File: src/rtl/uart_rx_pkg.sv
// Shared types and constants for the UART receive byte buffer.
// Payload width, byte type and receive status encoding.
package uart_rx_pkg;

   localparam int UART_DATA_BITS = 8;

   typedef logic [UART_DATA_BITS-1:0] uart_byte_t;

   typedef enum logic [1:0] {
      RX_OK        = 2'd0,
      RX_FRAME_ERR = 2'd1,
      RX_OVERRUN   = 2'd2
   } uart_rx_status_e;

endpackage

File: src/rtl/uart_rx_sync_fifo.sv
// Synchronous FIFO with a registered head output (no fall-through).
// A full FIFO still accepts a push when a pop happens in the same cycle.
module uart_rx_sync_fifo #(
   parameter int WIDTH = 8,
   parameter int DEPTH = 4
) (
   input  logic                     clk,
   input  logic                     reset,
   input  logic                     push,
   input  logic                     pop,
   input  logic [WIDTH-1:0]         din,
   output logic                     full,
   output logic                     empty,
   output logic [$clog2(DEPTH):0]   count,
   output logic [WIDTH-1:0]         dout
);

   localparam int AW = $clog2(DEPTH);

   logic [WIDTH-1:0] mem [DEPTH];
   logic [AW-1:0]    wr_ptr;
   logic [AW-1:0]    rd_ptr;
   logic [AW-1:0]    rd_next;
   logic             push_ok;
   logic             pop_ok;
   logic [WIDTH-1:0] dout_next;

   assign full  = (count == (AW+1)'(DEPTH));
   assign empty = (count == (AW+1)'(0));

   // Accepted push/pop and the head value for the next cycle
   always_comb begin
      pop_ok    = pop & ~empty;
      push_ok   = push & (~full | pop_ok);
      rd_next   = rd_ptr + AW'(1);
      dout_next = dout;
      if (pop_ok) begin
         if (count > (AW+1)'(1)) begin
            dout_next = mem[rd_next];
         end else if (push_ok) begin
            dout_next = din;
         end else begin
            dout_next = dout;
         end
      end else if (push_ok && empty) begin
         dout_next = din;
      end else begin
         dout_next = dout;
      end
   end

   // Storage array, no reset needed
   always_ff @(posedge clk) begin
      if (push_ok) begin
         mem[wr_ptr] <= din;
      end
   end

   // Pointers, occupancy and registered head
   always_ff @(posedge clk) begin
      if (reset) begin
         wr_ptr <= AW'(0);
         rd_ptr <= AW'(0);
         count  <= (AW+1)'(0);
         dout   <= WIDTH'(0);
      end else begin
         dout <= dout_next;
         if (push_ok) begin
            wr_ptr <= wr_ptr + AW'(1);
         end
         if (pop_ok) begin
            rd_ptr <= rd_next;
         end
         case ({push_ok, pop_ok})
            2'b10:   count <= count + (AW+1)'(1);
            2'b01:   count <= count - (AW+1)'(1);
            default: count <= count;
         endcase
      end
   end

endmodule

File: src/rtl/uart_rx_byte_buffer.sv
// UART receive datapath: LSB-first shift register, bit-count frame check, byte FIFO.
// Define RX_OVERRUN_STICKY_EN to make overrun sticky until ovr_clr.
module uart_rx_byte_buffer
   import uart_rx_pkg::*;
#(
   parameter int DATA_BITS = UART_DATA_BITS,
   parameter int DEPTH     = 4
) (
   input  logic                     clk,
   input  logic                     reset,
   input  logic                     rx_bit,
   input  logic                     shift_rx,
   input  logic                     data_rx,
   output logic [DATA_BITS-1:0]     rd_data,
   output logic                     rd_valid,
   input  logic                     rd_ready,
   output logic [$clog2(DEPTH):0]   fifo_count,
   output logic                     frame_err,
   output logic                     overrun,
   input  logic                     ovr_clr
);

   localparam int CW = $clog2(DATA_BITS + 2);

   logic [DATA_BITS-1:0] sr;
   logic [CW-1:0]        bit_cnt;
   logic                 push;
   logic                 bad_frame;
   logic                 refused;
   logic                 full;
   logic                 empty;

   assign push      = data_rx & (bit_cnt == CW'(DATA_BITS));
   assign bad_frame = data_rx & (bit_cnt != CW'(DATA_BITS));
   // A full FIFO only refuses when no pop frees a slot in the same cycle
   assign refused   = push & full & ~rd_ready;
   assign rd_valid  = ~empty;

   // Shift register and saturating bit counter; the done cycle never shifts
   always_ff @(posedge clk) begin
      if (reset) begin
         sr      <= DATA_BITS'(0);
         bit_cnt <= CW'(0);
      end else if (data_rx) begin
         bit_cnt <= CW'(0);
      end else if (shift_rx) begin
         sr <= {rx_bit, sr[DATA_BITS-1:1]};
         if (bit_cnt != CW'(DATA_BITS + 1)) begin
            bit_cnt <= bit_cnt + CW'(1);
         end
      end
   end

   // Frame error pulse
   always_ff @(posedge clk) begin
      if (reset) begin
         frame_err <= 1'b0;
      end else begin
         frame_err <= bad_frame;
      end
   end

`ifdef RX_OVERRUN_STICKY_EN
   // Sticky overrun; clear wins over a same-cycle set
   always_ff @(posedge clk) begin
      if (reset) begin
         overrun <= 1'b0;
      end else if (ovr_clr) begin
         overrun <= 1'b0;
      end else if (refused) begin
         overrun <= 1'b1;
      end
   end
`else
   logic unused_ovr_clr;
   assign unused_ovr_clr = ovr_clr;

   // Overrun pulse
   always_ff @(posedge clk) begin
      if (reset) begin
         overrun <= 1'b0;
      end else begin
         overrun <= refused;
      end
   end
`endif

   uart_rx_sync_fifo #(
      .WIDTH (DATA_BITS),
      .DEPTH (DEPTH)
   ) u_fifo (
      .clk   (clk),
      .reset (reset),
      .push  (push),
      .pop   (rd_ready),
      .din   (sr),
      .full  (full),
      .empty (empty),
      .count (fifo_count),
      .dout  (rd_data)
   );

endmodule
File: config.mk
export PLATFORM = sky130hd
export DESIGN_NAME = uart_rx_byte_buffer
export DESIGN_NICKNAME = d
export VERILOG_FILES = /design/src/rtl/uart_rx_pkg.sv /design/src/rtl/uart_rx_sync_fifo.sv /design/src/rtl/uart_rx_byte_buffer.sv
export SDC_FILE = /design/constraint.sdc
export NUM_CORES = 1
export LEC_CHECK = 0
export CAP_MARGIN = 20
export CORE_MARGIN = 2
export CORE_UTILIZATION = 50
export CTS_CLUSTER_DIAMETER = 60
export DETAILED_ROUTE_END_ITERATION = 8
export PLACE_DENSITY = 0.75
export SYNTH_ARGS = -nofsm -noshare
export SYNTH_HDL_FRONTEND = slang
export SYNTH_SLANG_ARGS = --single-unit
File: constraint.sdc
create_clock -name clk -period 1.82 [get_ports clk]
set_input_delay 0.273 -clock clk [delete_from_list [all_inputs] [get_ports clk]]
set_output_delay 0.273 -clock clk [all_outputs]
set_load 0.01 [all_outputs]
==> metrics, run 1 <==
Seq cells post-synth=61; Hold Vio Cnt, Final=0; GRT Total Usage=18.97%; die width=77.08 um; Max clock buf depth=2; drt initial violations=144; synthesized area=0.002670 sq mm; area grow syn2layout=27.41%; Setup violations, final=0; H-Tree Level Count=3; pwr/cell area=881.0 mW/mm^2; Tcrit/Tclk final=95.92%; Fin Clk Skew=7.020 ps; DRC=0; Port Buffers=19; later-pin clock latency in the skew report=340 ps; initial antenna violation count=0; DP Cell Count=309; clock sinks=61; placed cell areas=0.003166 sq mm; Worst Hold Class=register to register; relative max-transition margin=64.66%; final slew viol count=0; Die H=77.08 um; Final HPWL DP=3337 um; HP Start=sr[0]; area of the die=0.005941 sq mm; first-pass GRT wire length=8197 um; Yosys warning count=0; data required time of the worst path=2050 ps; top cells by count, synth=edfxtp_1, nor2_1, dfxtp_1; Initial Util=51.95%; Hold Path Sink=u_fifo.mem[1][0]; max-cap violation count=0; peak supply drop=0.0006254 V; Worst EP arrival=1980 ps; first drt pass iteration count=4; global route overflow=0; detailed-route vias per instance=5.160; RR Startpoint=u_fifo.count[0]; core area=0.005140 sq mm; Finished Cell Area=0.003402 sq mm; TritonCTS clock tree=built; Total Wirelength=5124 um; Synth area leaders=edfxtp_1, dfxtp_1, mux4_2; fin nets=270; Root Buffer Master=clkbuf_8; Worst-path clk slew=60 ps; critical path launch point type=register; final cell count without fillers=324; Tmin final=1746 ps; via count=1672; WL/cell=15.81 um; cts bufs inserted=9; Async S/R FF share, synth=0%; Sw Pwr=706.1 uW; Mapped Cells=205; vias in the first global route=1612; CP Class=register to register; Synth Flop Type=edfxtp_1; setup TNS=0 ps; cell accounting for the most synthesized area=edfxtp_1; Int Power=2291 uW; layout cell share with drive strength beyond 1=26.77%; Seq/Total Area, Yosys=57.73%; top-count cell post-synth=edfxtp_1; Yosys cell types=37; cell depth of the worst flop-to-flop path=7; EDFF count, synth=32; top-area cell type share of the netlist area=35.99%; status=completed; Critical Path End Type=register; Switching Fraction=23.56%; Comb power frac=13.7%; Clk network pwr share=36.2%; Pleak=0.001209 uW; Top Ports=21; Slew @ Worst Pin=529.3 ps; num rows=26; ant diodes=0; fmax=0.5728 GHz; WHS Path Cells=0; RR Endpoint=u_fifo.dout[4]; register share of total power=50.0%; worst-path fanout max=8; Syn Nets=224; Post-DRT Antenna Nets=0; Avg Cell Area, Syn=13.02 sq um; setup slack, reg-to-reg=70 ps; GPL Wtd Cong=0.7361; largest net degree at the start of global routing=30
## metal layers
metal  wire (um)  up-vias  global-route usage (%)  part of all wire [%]
met2        2445       29                   28.60                    48
met3         149       10                   3.882                   2.9
met5           0        -                       0                     0
met4         138        0                   13.39                   2.7
li1            -      818                       -                     -
met1        2391      815                   24.51                    47
## sequential cells by signal, summed over array words and instances, names as in the netlist
| register | flops |
|---|---|
| u_fifo.rd_ptr | 2 |
| u_fifo.mem | 32 |
| frame_err | 1 |
| u_fifo.dout | 8 |
| sr | 8 |
| overrun | 1 |
| u_fifo.wr_ptr | 2 |
| u_fifo.count | 3 |
| bit_cnt | 4 |
## stage by stage
step / utilization (%) / setup slack (ps) / hold slack (ps) / total power, uW
after floorplan: - / 1.125 / 350.3 / 1758
after global placement: 61.59 / -171.9 / 506.2 / 1913
after detailed placement: 61.59 / -193.1 / 523.2 / 1919
after CTS: 64.90 / 6.852 / 536.0 / 2990
after global routing: 66.19 / -20.61 / 549.5 / 3116
final: 66.19 / 74.28 / 535.3 / 2997
## worst max-delay path, cell delays in order, from the launching register on
cell	delay, ps
dfxtp_4	340
buf_4	150
ha_1	190
o21ba_4	250
o21ba_2	160
nor3_4	50
buf_12	160
a2111oi_4	350
## power groups by stage
stage / Clock, uW / Combinational [uW] / Sequential (uW)
global placement: 0 / 387 / 1530
CTS: 1100 / 388 / 1500
floorplan: 0 / 239 / 1520
detailed placement: 0 / 392 / 1530
finish: 1090 / 412 / 1500
global route: 1160 / 453 / 1500
## cells in the final DEF, fill, tap and decap left out, types with 2 or more instances in the layout
cell,netlist,layout
edfxtp_1,32,32
nor2_1,30,30
dfxtp_1,29,27
clkdlybuf4s50_1,0,18
buf_4,1,18
inv_1,18,15
nor3_1,12,12
a21oi_1,9,9
ha_1,12,9
clkbuf_8,0,9
mux4_2,8,8
and2_1,6,6
buf_12,0,6
a2111oi_2,7,5
xnor2_1,4,4
xor2_1,4,4
inv_2,0,3
a2111oi_4,1,3
mux2i_1,3,3
clkinv_1,0,3
nand3b_1,2,2
a21oi_4,2,2
nand3_1,2,2
ha_4,0,2
## worst max path at each step
stage / start / to / slack [ps]
global route: u_fifo.count[0] / u_fifo.dout[5] / -20
CTS: u_fifo.count[0] / u_fifo.dout[4] / 7
finish: u_fifo.count[0] / u_fifo.dout[4] / 70
global placement: data_rx / u_fifo.count[2] / -170
detailed placement: data_rx / u_fifo.count[2] / -190
floorplan: bit_cnt[1] / u_fifo.count[2] / 1
## final cells by class
type                            instances  area (sq um)
Multi-Input combinational cell        118          1087
Inverter                               18         67.56
Timing Repair Buffer                   43         444.2
Sequential cell                        61          1546
Fill cell                             396          1738
Tap cell                               70         87.58
Clock inverter                          4         41.29
Clock buffer                           10         127.6
## cells by family after synthesis
logic type	after synthesis	share of synthesized area, %
compound gates	25	9.747
xor+xnor	8	2.624
fa+ha+maj	12	5.623
buf+inv	26	4.030
flops	61	57.73
mux	11	7.872
simple gates	62	12.37
## repair_timing
action / in CTS / in global routing
hold buffers: 0 / 0
pin swaps: 0 / 1
resized for setup: 2 / 7
setup endpoints to repair: 2 / 11
setup buffers: 0 / 1
No activity file was read; power rests on OpenSTA's default activity.
==> inputs of run 2 (changes only) <==
--- a/config.mk
+++ b/config.mk
@@ -6,11 +6,11 @@
 export NUM_CORES = 1
 export LEC_CHECK = 0
 export CAP_MARGIN = 20
-export CORE_MARGIN = 2
+export CORE_MARGIN = 10
 export CORE_UTILIZATION = 50
 export CTS_CLUSTER_DIAMETER = 60
 export DETAILED_ROUTE_END_ITERATION = 8
-export PLACE_DENSITY = 0.75
+export PLACE_DENSITY = 0.77
 export SYNTH_ARGS = -nofsm -noshare
 export SYNTH_HDL_FRONTEND = slang
 export SYNTH_SLANG_ARGS = --single-unit
==> constraint.sdc (replaced) <==
create_clock -name clk -period 1.82 [get_ports clk]
set_input_delay 0.182 -clock clk [delete_from_list [all_inputs] [get_ports clk]]
set_output_delay 0.182 -clock clk [all_outputs]
set_load 0.01 [all_outputs]
==> metrics, run 2 (synthesis gave the netlist of run 1 again) <==
Crit-path slowest cell=a2111oi_2; most common cell after layout, fill and taps aside=edfxtp_1; worst-path fanout max=8 (unchanged); Die H=93.08 um (+21%); CP max stage delay=350 ps (about the same); pwr/cell area=919.1 mW/mm^2 (+4.3%); Max clock buf depth=2 (unchanged); Post-DRT Antenna Nets=0 (unchanged); die width=93.08 um (+21%); max-cap violation count=0 (unchanged); relative max-transition margin=62.69% (-2.0 points); GPL Wtd Cong=0.7521 (+2.2%); Hold Vio Cnt, Final=0 (unchanged); GRT Total Usage=13.05% (-5.9 points); Worst setup startpoint=u_fifo.count[0]; peak supply drop=0.0006475 V (+3.5%); clock sinks=61 (unchanged); fin nets=263 (-2.6%); Pleak=0.001174 uW (-2.9%); Top Ports=21 (unchanged); TritonCTS clock tree=built; Final HPWL DP=3476 um (+4.2%); vias in the first global route=1662 (+3.1%); Slew @ Worst Pin=558.9 ps (+29.61 ps); Total Wirelength=5276 um (+3.0%); critical path launch point type=register; final slew viol count=0 (unchanged); Port Buffers=19 (unchanged); Tmin final=1764 ps (+17.88 ps); num rows=26 (unchanged); WL/cell=16.54 um (+4.6%); first drt pass iteration count=4 (unchanged); Setup violations, final=0 (unchanged); Final Core Density=65.75% (-0.44 points); later-pin clock latency in the skew report=340 ps (about the same); Tcrit/Tclk final=96.90% (+0.98 points); detailed-route vias per instance=5.194 (+0.66%); core area=0.005140 sq mm (unchanged); drt initial violations=110 (-24%); ant diodes=0 (unchanged); Fin Clk Skew=6.142 ps (-0.8781 ps); Critical Path End Type=register; worst slack at placement=-86.55 ps (+106.5 ps); first-pass GRT wire length=8611 um (+5.1%); Worst Hold Class=input pin to register; RR Startpoint=u_fifo.count[0]; status=completed; area of the die=0.008663 sq mm (+46%); Worst EP arrival=2000 ps (+20 ps); initial antenna violation count=0 (unchanged); cts bufs inserted=9 (unchanged); top flop regs=u_fifo.mem x32, sr x8, u_fifo.dout x8; setup TNS=0 ps (unchanged); Final WS setup=56.40 ps (-17.88 ps); Hold WS=474.1 ps (-61.16 ps); CP Class=register to register; delay-heaviest family, CP=compound AO/OA/AOI/OAI gates; DRC=0 (unchanged); Worst-path clk slew=70 ps (about the same); H-Tree Level Count=3 (unchanged); Biggest register=u_fifo.mem; global route overflow=0 (unchanged); most frequent cells in the layout=edfxtp_1, nor2_1, dfxtp_1; HP Start=rx_bit; area grow syn2layout=26.57%; data required time of the worst path=2060 ps (about the same); fmax=0.5670 GHz (-1.0%); crit-path cells=buf_4, ha_1, o21ba_4, o21ba_2, nor3_4, buf_12, a2111oi_2; Initial Util=51.95% (unchanged); Root Buffer Master=clkbuf_8; hold buffer count at cts=0 (unchanged); setup slack, reg-to-reg=60 ps (-20 ps); layout cell share with drive strength beyond 1=26.91% (+0.14 points); max FFs per register=32 (unchanged); filler instances=402 (+1.5%); WP buf/inv=2 (unchanged); largest net degree at the start of global routing=30 (unchanged); via count=1657 (-0.90%)
[run 2: area by class of cell]
| class | instances | area, sq um | share of cell area [%] |
|---|---|---|---|
| timing repair buffer | 36 | 379.1 | 11.22 |
| sequential | 61 | 1546 | 45.76 |
| clock buffer | 9 | 123.9 | 3.665 |
| clock inverter | 7 | 75.07 | 2.221 |
| inverter | 18 | 67.56 | 1.999 |
| tap | 70 | 87.58 | 2.592 |
| multi-input combinational | 118 | 1100 | 32.54 |
[run 2: layer usage]
layer  share of wire [%]  GRT usage [%]
met2                  52          21.26
met5                   0              0
met1                  42          15.34
met3                 3.7          3.837
met4                 1.5          6.555
[run 2: worst min-delay path, delay by kind of cell]
kind            cells  cell delay (ps)
compound gates      1              130
buf+inv             1              420
simple gates        1               40
[run 2: timing repair]
action	CTS	global route
setup endpoints to repair	2	10
pin swaps	0	2
gates resized for setup	2	8
buffers inserted	0	1
[run 2: final timing paths]
path,endpoint,cells after the start
min,sr[7],3
max,u_fifo.dout[1],7
max reg2reg,u_fifo.dout[1],7
min reg2reg,u_fifo.mem[0][0],0
[run 2: through the flow]
stage	area [sq um]	power (uW)	instances
2_1_floorplan	2693	1758	205
3_3_place_gp	3100	1900	302
3_5_place_dp	3100	1912	302
4_1_cts	3301	3094	318
5_1_grt	3379	3249	319
6_report	3379	3106	319
[run 2: power by group]
| part | internal [uW] | switching (uW) | total (uW) | leakage, uW |
|---|---|---|---|---|
| clock | 635 | 564 | 1200 | 0.0000918 |
| sequential | 1460 | 38.3 | 1500 | 0.000529 |
| combinational | 214 | 192 | 407 | 0.000553 |
| total | 2310 | 795 | 3110 | 0.00117 |
